==> src/rtl/doodle_pkg.sv <==
// doodle_pkg: vertical-motion state enum, default geometry/physics constants
// and the bit-offset helper for packed platform vectors.
package doodle_pkg;
    typedef enum logic [1:0] {IDLE, RISE, FALL, DEAD} state_e;
    localparam int DEF_Y_W         = 10;
    localparam int DEF_V_W         = 8;
    localparam int DEF_NUM_PLAT    = 3;
    localparam int DEF_SIZE        = 50;
    localparam int DEF_PLAT_W      = 75;
    localparam int DEF_GRAVITY     = 2;
    localparam int DEF_JUMP_V      = 20;
    localparam int DEF_V_MAX       = 16;
    localparam int DEF_Y_START     = 510;
    localparam int DEF_Y_TOP       = 35;
    localparam int DEF_Y_FLOOR     = 515;
    localparam int DEF_SCROLL_LINE = 200;
    function automatic int plat_lsb(input int i, input int w);
        return i * w;
    endfunction
endpackage

==> src/rtl/plat_hit_detect.sv <==
// plat_hit_detect: landing test of the doodle against one platform for the
// current frame; operands are Y_W+2 signed so the sums cannot wrap.
module plat_hit_detect #(
    parameter int Y_W    = 10,
    parameter int SIZE   = 50,
    parameter int PLAT_W = 75
) (
    input  logic signed [Y_W+1:0] d_y,
    input  logic signed [Y_W+1:0] y_nxt,
    input  logic        [Y_W-1:0] d_x,
    input  logic        [Y_W-1:0] vpos,
    input  logic        [Y_W-1:0] hpos,
    output logic                  hit
);
    localparam int S = Y_W + 2;
    logic signed [S-1:0] v, h, x;
    assign v = $signed({2'b00, vpos});
    assign h = $signed({2'b00, hpos});
    assign x = $signed({2'b00, d_x});
    assign hit = (d_y + S'(SIZE) <= v) && (y_nxt + S'(SIZE) >= v) &&
                 (x + S'(SIZE) > h) && (x < h + S'(PLAT_W));
endmodule

==> src/rtl/doodle_vmotion.sv <==
// doodle_vmotion: per-frame vertical physics (IDLE/RISE/FALL/DEAD) with platform landing.
// Define DOODLE_SCROLL_EN to pin the rise at SCROLL_LINE and report the world shift.
module doodle_vmotion import doodle_pkg::*; #(
    parameter int Y_W         = DEF_Y_W,
    parameter int V_W         = DEF_V_W,
    parameter int NUM_PLAT    = DEF_NUM_PLAT,
    parameter int SIZE        = DEF_SIZE,
    parameter int PLAT_W      = DEF_PLAT_W,
    parameter int GRAVITY     = DEF_GRAVITY,
    parameter int JUMP_V      = DEF_JUMP_V,
    parameter int V_MAX       = DEF_V_MAX,
    parameter int Y_START     = DEF_Y_START,
    parameter int Y_TOP       = DEF_Y_TOP,
    parameter int Y_FLOOR     = DEF_Y_FLOOR,
    parameter int SCROLL_LINE = DEF_SCROLL_LINE
) (
    input  logic                          clk,
    input  logic                          rst_n,
    input  logic                          tick,
    input  logic                          start,
    input  logic                          terminated,
    input  logic [NUM_PLAT*Y_W-1:0]       plat_vpos,
    input  logic [NUM_PLAT*Y_W-1:0]       plat_hpos,
    input  logic [Y_W-1:0]                d_x,
    output logic [Y_W-1:0]                d_y,
    output logic signed [V_W-1:0]         v_y,
    output logic                          landed,
    output logic [$clog2(NUM_PLAT)-1:0]   land_idx,
    output logic                          fell,
    output logic [Y_W-1:0]                scroll_dy
);
    localparam int S  = Y_W + 2;
    localparam int IW = $clog2(NUM_PLAT);
`ifdef DOODLE_SCROLL_EN
    localparam bit SCROLL_EN = 1'b1;
`else
    localparam bit SCROLL_EN = 1'b0;
`endif
    localparam int CLAMP = SCROLL_EN ? SCROLL_LINE : Y_TOP;
    state_e state_q, state_d;
    logic [Y_W-1:0] dy_q, dy_d, sdy_q, sdy_d;
    logic signed [V_W-1:0] vy_q, vy_d;
    logic landed_q, landed_d, fell_q, fell_d;
    logic [IW-1:0] idx_q, idx_d, hit_idx;
    logic [NUM_PLAT-1:0] hit;
    logic signed [S-1:0] dy_s, vy_s, ny, nv, vf, yf;
    assign dy_s = $signed({2'b00, dy_q});
    assign vy_s = S'(vy_q);
    assign ny   = dy_s + vy_s;
    assign nv   = vy_s + S'(GRAVITY);
    assign vf   = (nv > S'(V_MAX)) ? S'(V_MAX) : nv;
    assign yf   = dy_s + vf;
    for (genvar g = 0; g < NUM_PLAT; g++) begin : g_hit
        plat_hit_detect #(.Y_W(Y_W), .SIZE(SIZE), .PLAT_W(PLAT_W)) u_hit (
            .d_y  (dy_s),
            .y_nxt(yf),
            .d_x  (d_x),
            .vpos (plat_vpos[plat_lsb(g, Y_W) +: Y_W]),
            .hpos (plat_hpos[plat_lsb(g, Y_W) +: Y_W]),
            .hit  (hit[g])
        );
    end
    // Scanning downward leaves the lowest hitting index as the winner.
    always_comb begin
        hit_idx = '0;
        for (int i = NUM_PLAT - 1; i >= 0; i--)
            if (hit[i]) hit_idx = IW'(i);
    end
    always_comb begin
        state_d  = state_q;
        dy_d     = dy_q;
        vy_d     = vy_q;
        landed_d = 1'b0;
        idx_d    = idx_q;
        fell_d   = fell_q;
        sdy_d    = '0;
        if (terminated) begin
            state_d = IDLE;
        end else if (tick) begin
            case (state_q)
                IDLE: if (start) begin
                    vy_d    = V_W'(-JUMP_V);
                    state_d = RISE;
                end
                RISE: begin
                    dy_d    = (ny < S'(CLAMP)) ? Y_W'(CLAMP) : Y_W'(ny);
                    sdy_d   = (SCROLL_EN && ny < S'(CLAMP)) ? Y_W'(S'(CLAMP) - ny) : '0;
                    vy_d    = V_W'(nv);
                    state_d = nv[S-1] ? RISE : FALL;
                end
                FALL: if (|hit) begin
                    dy_d     = plat_vpos[plat_lsb(int'(hit_idx), Y_W) +: Y_W] - Y_W'(SIZE);
                    vy_d     = V_W'(-JUMP_V);
                    landed_d = 1'b1;
                    idx_d    = hit_idx;
                    state_d  = RISE;
                end else if (yf + S'(SIZE) > S'(Y_FLOOR)) begin
                    dy_d    = Y_W'(Y_FLOOR - SIZE);
                    vy_d    = '0;
                    fell_d  = 1'b1;
                    state_d = DEAD;
                end else begin
                    dy_d = Y_W'(yf);
                    vy_d = V_W'(vf);
                end
                default: ;
            endcase
        end
    end
    always_ff @(posedge clk or negedge rst_n) begin
        if (!rst_n) begin
            state_q  <= IDLE;
            dy_q     <= Y_W'(Y_START);
            vy_q     <= '0;
            landed_q <= 1'b0;
            idx_q    <= '0;
            fell_q   <= 1'b0;
            sdy_q    <= '0;
        end else begin
            state_q  <= state_d;
            dy_q     <= dy_d;
            vy_q     <= vy_d;
            landed_q <= landed_d;
            idx_q    <= idx_d;
            fell_q   <= fell_d;
            sdy_q    <= sdy_d;
        end
    end
    assign d_y       = dy_q;
    assign v_y       = vy_q;
    assign landed    = landed_q;
    assign land_idx  = idx_q;
    assign fell      = fell_q;
    assign scroll_dy = sdy_q;
endmodule
==> config.mk <==
export PLATFORM = sky130hd
export DESIGN_NAME = doodle_vmotion
export DESIGN_NICKNAME = d
export VERILOG_FILES = /design/src/rtl/doodle_pkg.sv /design/src/rtl/plat_hit_detect.sv /design/src/rtl/doodle_vmotion.sv
export SDC_FILE = /design/constraint.sdc
export NUM_CORES = 1
export LEC_CHECK = 0
export CAP_MARGIN = 20
export CORE_ASPECT_RATIO = 1.4
export CORE_MARGIN = 2
export CORE_UTILIZATION = 58
export DETAILED_ROUTE_END_ITERATION = 6
export HOLD_SLACK_MARGIN = 0.12
export PLACE_DENSITY = 0.84
export SYNTH_ARGS = -nofsm -noshare
export SYNTH_HDL_FRONTEND = slang
export SYNTH_HIERARCHICAL = 1
export SYNTH_SLANG_ARGS = --single-unit
==> constraint.sdc <==
create_clock -name clk -period 9 [get_ports clk]
set_input_delay 1.8 -clock clk [delete_from_list [all_inputs] [get_ports clk]]
set_output_delay 1.8 -clock clk [all_outputs]
set_load 0.02 [all_outputs]
==> impl_metrics.py <==
metrics = {
    "run_status": {
        "outcome": "finished, final reports clean",
    },
    "synth": {
        "ys_warn_count": 6,
        "synth_ff_type": "dfrtp_1",
        "avgSynthCellArea_um2": 7.53,
        "ys_seq_area_frac": 0.0765,
        "synth_cells": 1060,
        "ys_async_sr_fraction": 1.00,
        "ys_types": 85,
        "synth_seq_cells": 24,
        "netlist_area_mm2": 0.00798,
        "synth_edf_count": 0,
    },
    "floorplanning": {
        "fp.dieH_um": 143,
        "die_area_mm2": 0.0147,
        "initial_core_util": 0.596,
        "num_rows": 50,
        "die_w_um": 103,
        "ios": 107,
        "core-area_mm2": 0.0134,
    },
    "timing": {
        "min_period_ns": 8.31,
        "fin_setup_tns_ns": 0,
        "rsz0062_at_grt": "false",
        "post-route-period-util": 0.923,
        "slew_headroom": 0.487,
        "worst_pin_slew_ns": 0.769,
        "setup_viol": 0,
        "slew_violations": 0,
        "finalHoldViolCount": 0,
        "clock.fmax_mhz": 120,
        "clock_skew_ns": 0.00165,
    },
    "global_routing": {
        "grtUsageTotal": 0.329,
        "grt_pass1_wl_mm": 38.3,
        "grt_start_max_net_pins": 25,
        "grt_pass1_vias": 8106,
        "gr-total-overflow": 0,
        "antenna_found_initial": 1,
    },
    "clock_tree": {
        "cts_setup_buffers": 0,
        "cts_buffers": 3,
        "cts_num_sinks": 24,
        "clkLatencyLatePin_ns": 0.27,
        "htree_levels": 1,
        "clockBufferDepth": 2,
        "hold_buffers": 0,
        "clk_pin_slew_worst_paths_ns": 0.07,
        "cts-resized-gates": 0,
        "cts_root_buf": "clkbuf_16",
        "cts_tree": "yes",
    },
    "routing": {
        "drtPass1Iterations": 5,
        "vias_per_cell": 6.13,
        "first_iter_violations": 289,
        "routedWlPerCell_um": 18.2,
        "ant_nets": 0,
        "vias": 8281,
        "routed_wl_mm": 24.5,
        "route.detailed.drc": 0,
    },
    "layout": {
        "syn_to_final_growth_pct": 16.6,
        "drive_above_1_share": 0.0530,
        "layout.nets": 1409,
        "diodes": 0,
    },
    "placement": {
        "gp_congestion": 0.968,
        "io_buffers": 96,
        "post-dp-hpwl_mm": 19.8,
    },
    "setup_path": {
        "worstSetupEndpointType": "register",
        "cp_slowest_cell": "nor2b_1",
        "start_kind": "register",
        "critPathKind": "reg2reg",
        "path_common_cell": "ha_1",
        "critPathMaxStageDelay_ns": 0.60,
        "critical_path.top_delay_family": "simple AND/OR/NAND/NOR gates",
        "path_max_fanout": 16,
        "crit_buf_inv": 0,
        "arrival_ns": 8.46,
        "crit_required_ns": 9.15,
    },
    "run": {
        "drv_cap": 0,
    },
    "min_path": {
        "min_path_type": "reg2reg",
    },
}
==> flip-flops by register name, summed over array words and instances (netlist names) <==
| signal | flops |
|---|---|
| landed | 1 |
| d_y | 10 |
| fell | 1 |
| state_q | 2 |
| v_y | 8 |
| land_idx | 2 |
==> cells by family after synthesis <==
group	Yosys count	synth area share
AND/OR/NAND/NOR	334	0.213
AO/OA/AOI/OAI	289	0.252
adder cells (fa/ha/maj)	164	0.259
buffers and inverters	127	0.0655
XOR/XNOR	118	0.130
flip-flops	24	0.0765
multiplexers	3	0.00408
other	1	0.000470
==> final timing paths <==
path	to	slack, ns	cells past startpoint	startpoint
hold reg to reg	fell$_DFFE_PN0P_	0.50	1	fell$_DFFE_PN0P_
setup / recovery	d_y[9]$_DFFE_PN0P_	0.69	32	v_y[1]$_DFFE_PN0P_
setup reg to reg	d_y[9]$_DFFE_PN0P_	0.69	32	v_y[1]$_DFFE_PN0P_
min in group asynchronous	v_y[4]$_DFFE_PN0P_	1.90	2	rst_n
max in group asynchronous	d_y[7]$_DFFE_PN1P_	6.80	2	rst_n
hold / removal	fell$_DFFE_PN0P_	0.50	1	fell$_DFFE_PN0P_
==> cells in the final DEF (no fill, tap or decap), types with 6 or more instances in the layout <==
| cell | Yosys | routed |
|---|---|---|
| a211oi_1 | 22 | 22 |
| a21o_1 | 11 | 11 |
| a21oi_1 | 82 | 82 |
| a221oi_1 | 6 | 6 |
| a22oi_1 | 9 | 9 |
| and3_1 | 12 | 12 |
| buf_4 | 10 | 11 |
| clkdlybuf4s50_1 | 0 | 96 |
| conb_1 | 1 | 25 |
| dfrtp_1 | 16 | 16 |
| dfstp_2 | 8 | 8 |
| ha_1 | 162 | 162 |
| inv_1 | 99 | 99 |
| nand2_1 | 73 | 73 |
| nand2b_1 | 19 | 19 |
| nand3_1 | 24 | 24 |
| nand4_1 | 24 | 24 |
| nand4b_1 | 6 | 6 |
| nor2_1 | 96 | 96 |
| nor2b_1 | 21 | 21 |
| nor3_1 | 19 | 19 |
| o211ai_1 | 15 | 15 |
| o21a_1 | 12 | 12 |
| o21ai_0 | 51 | 51 |
| o21ai_1 | 7 | 7 |
| o22ai_1 | 9 | 9 |
| xnor2_1 | 69 | 69 |
| xor2_1 | 49 | 49 |
==> through the flow <==
stage / std cells / setup slack (ns) / instance area (µm²) / util / hold WS [ns]
2_1_floorplan: 1084 / 1.69 / 8070 / - / 0.568
3_3_place_gp: 1347 / 1.08 / 9200 / 0.687 / 0.474
3_5_place_dp: 1347 / 0.855 / 9200 / 0.687 / 0.478
4_1_cts: 1351 / 0.830 / 9300 / 0.695 / 0.500
5_1_grt: 1351 / 0.155 / 9300 / 0.695 / 0.519
6_report: 1351 / 0.690 / 9300 / 0.695 / 0.496
==> cell usage after synthesis, drive strengths merged, types with 5 or more instances <==
library cell / count / area, µm²
a22oi: 9 / 67.6
nand3: 28 / 160
ha: 162 / 2030
nand2: 74 / 280
o21a: 12 / 90.1
a21boi: 6 / 56.3
and3: 12 / 75.1
nand4b: 6 / 52.6
a221oi: 6 / 52.6
o22ai: 9 / 56.3
a2111oi: 9 / 148
a211oi: 24 / 198
nor3: 20 / 105
nor2: 97 / 367
xor2: 49 / 429
nand2b: 19 / 119
dfrtp: 16 / 400
xnor2: 69 / 604
nand4: 24 / 150
clkbuf: 14 / 52.6
a21oi: 87 / 454
dfstp: 8 / 210
inv: 99 / 372
buf: 12 / 91.3
o21ai: 60 / 308
nor3b: 5 / 37.5
nor2b: 21 / 131
a31oi: 5 / 31.3
o211ai: 17 / 155
a21o: 11 / 82.6
o21bai: 5 / 37.5
==> layer usage <==
layer  GRT usage  routed length (µm)
met5           0                  13
met4       0.211                1710
met3      0.0401                1320
met2       0.592               12200
met1       0.354                9310
==> layout make-up <==
type / instances / area, µm²
clock inverter: 1 / 30.0
fill: 1172 / 4090
inverter: 101 / 379
sequential: 24 / 611
timing repair buffer: 107 / 1040
clock buffer: 3 / 75.1
multi-input combinational: 933 / 6940
tap: 182 / 228
Power is not shown: default switching activity piles up to over one toggle a cycle in this logic, so the estimate is an artifact.
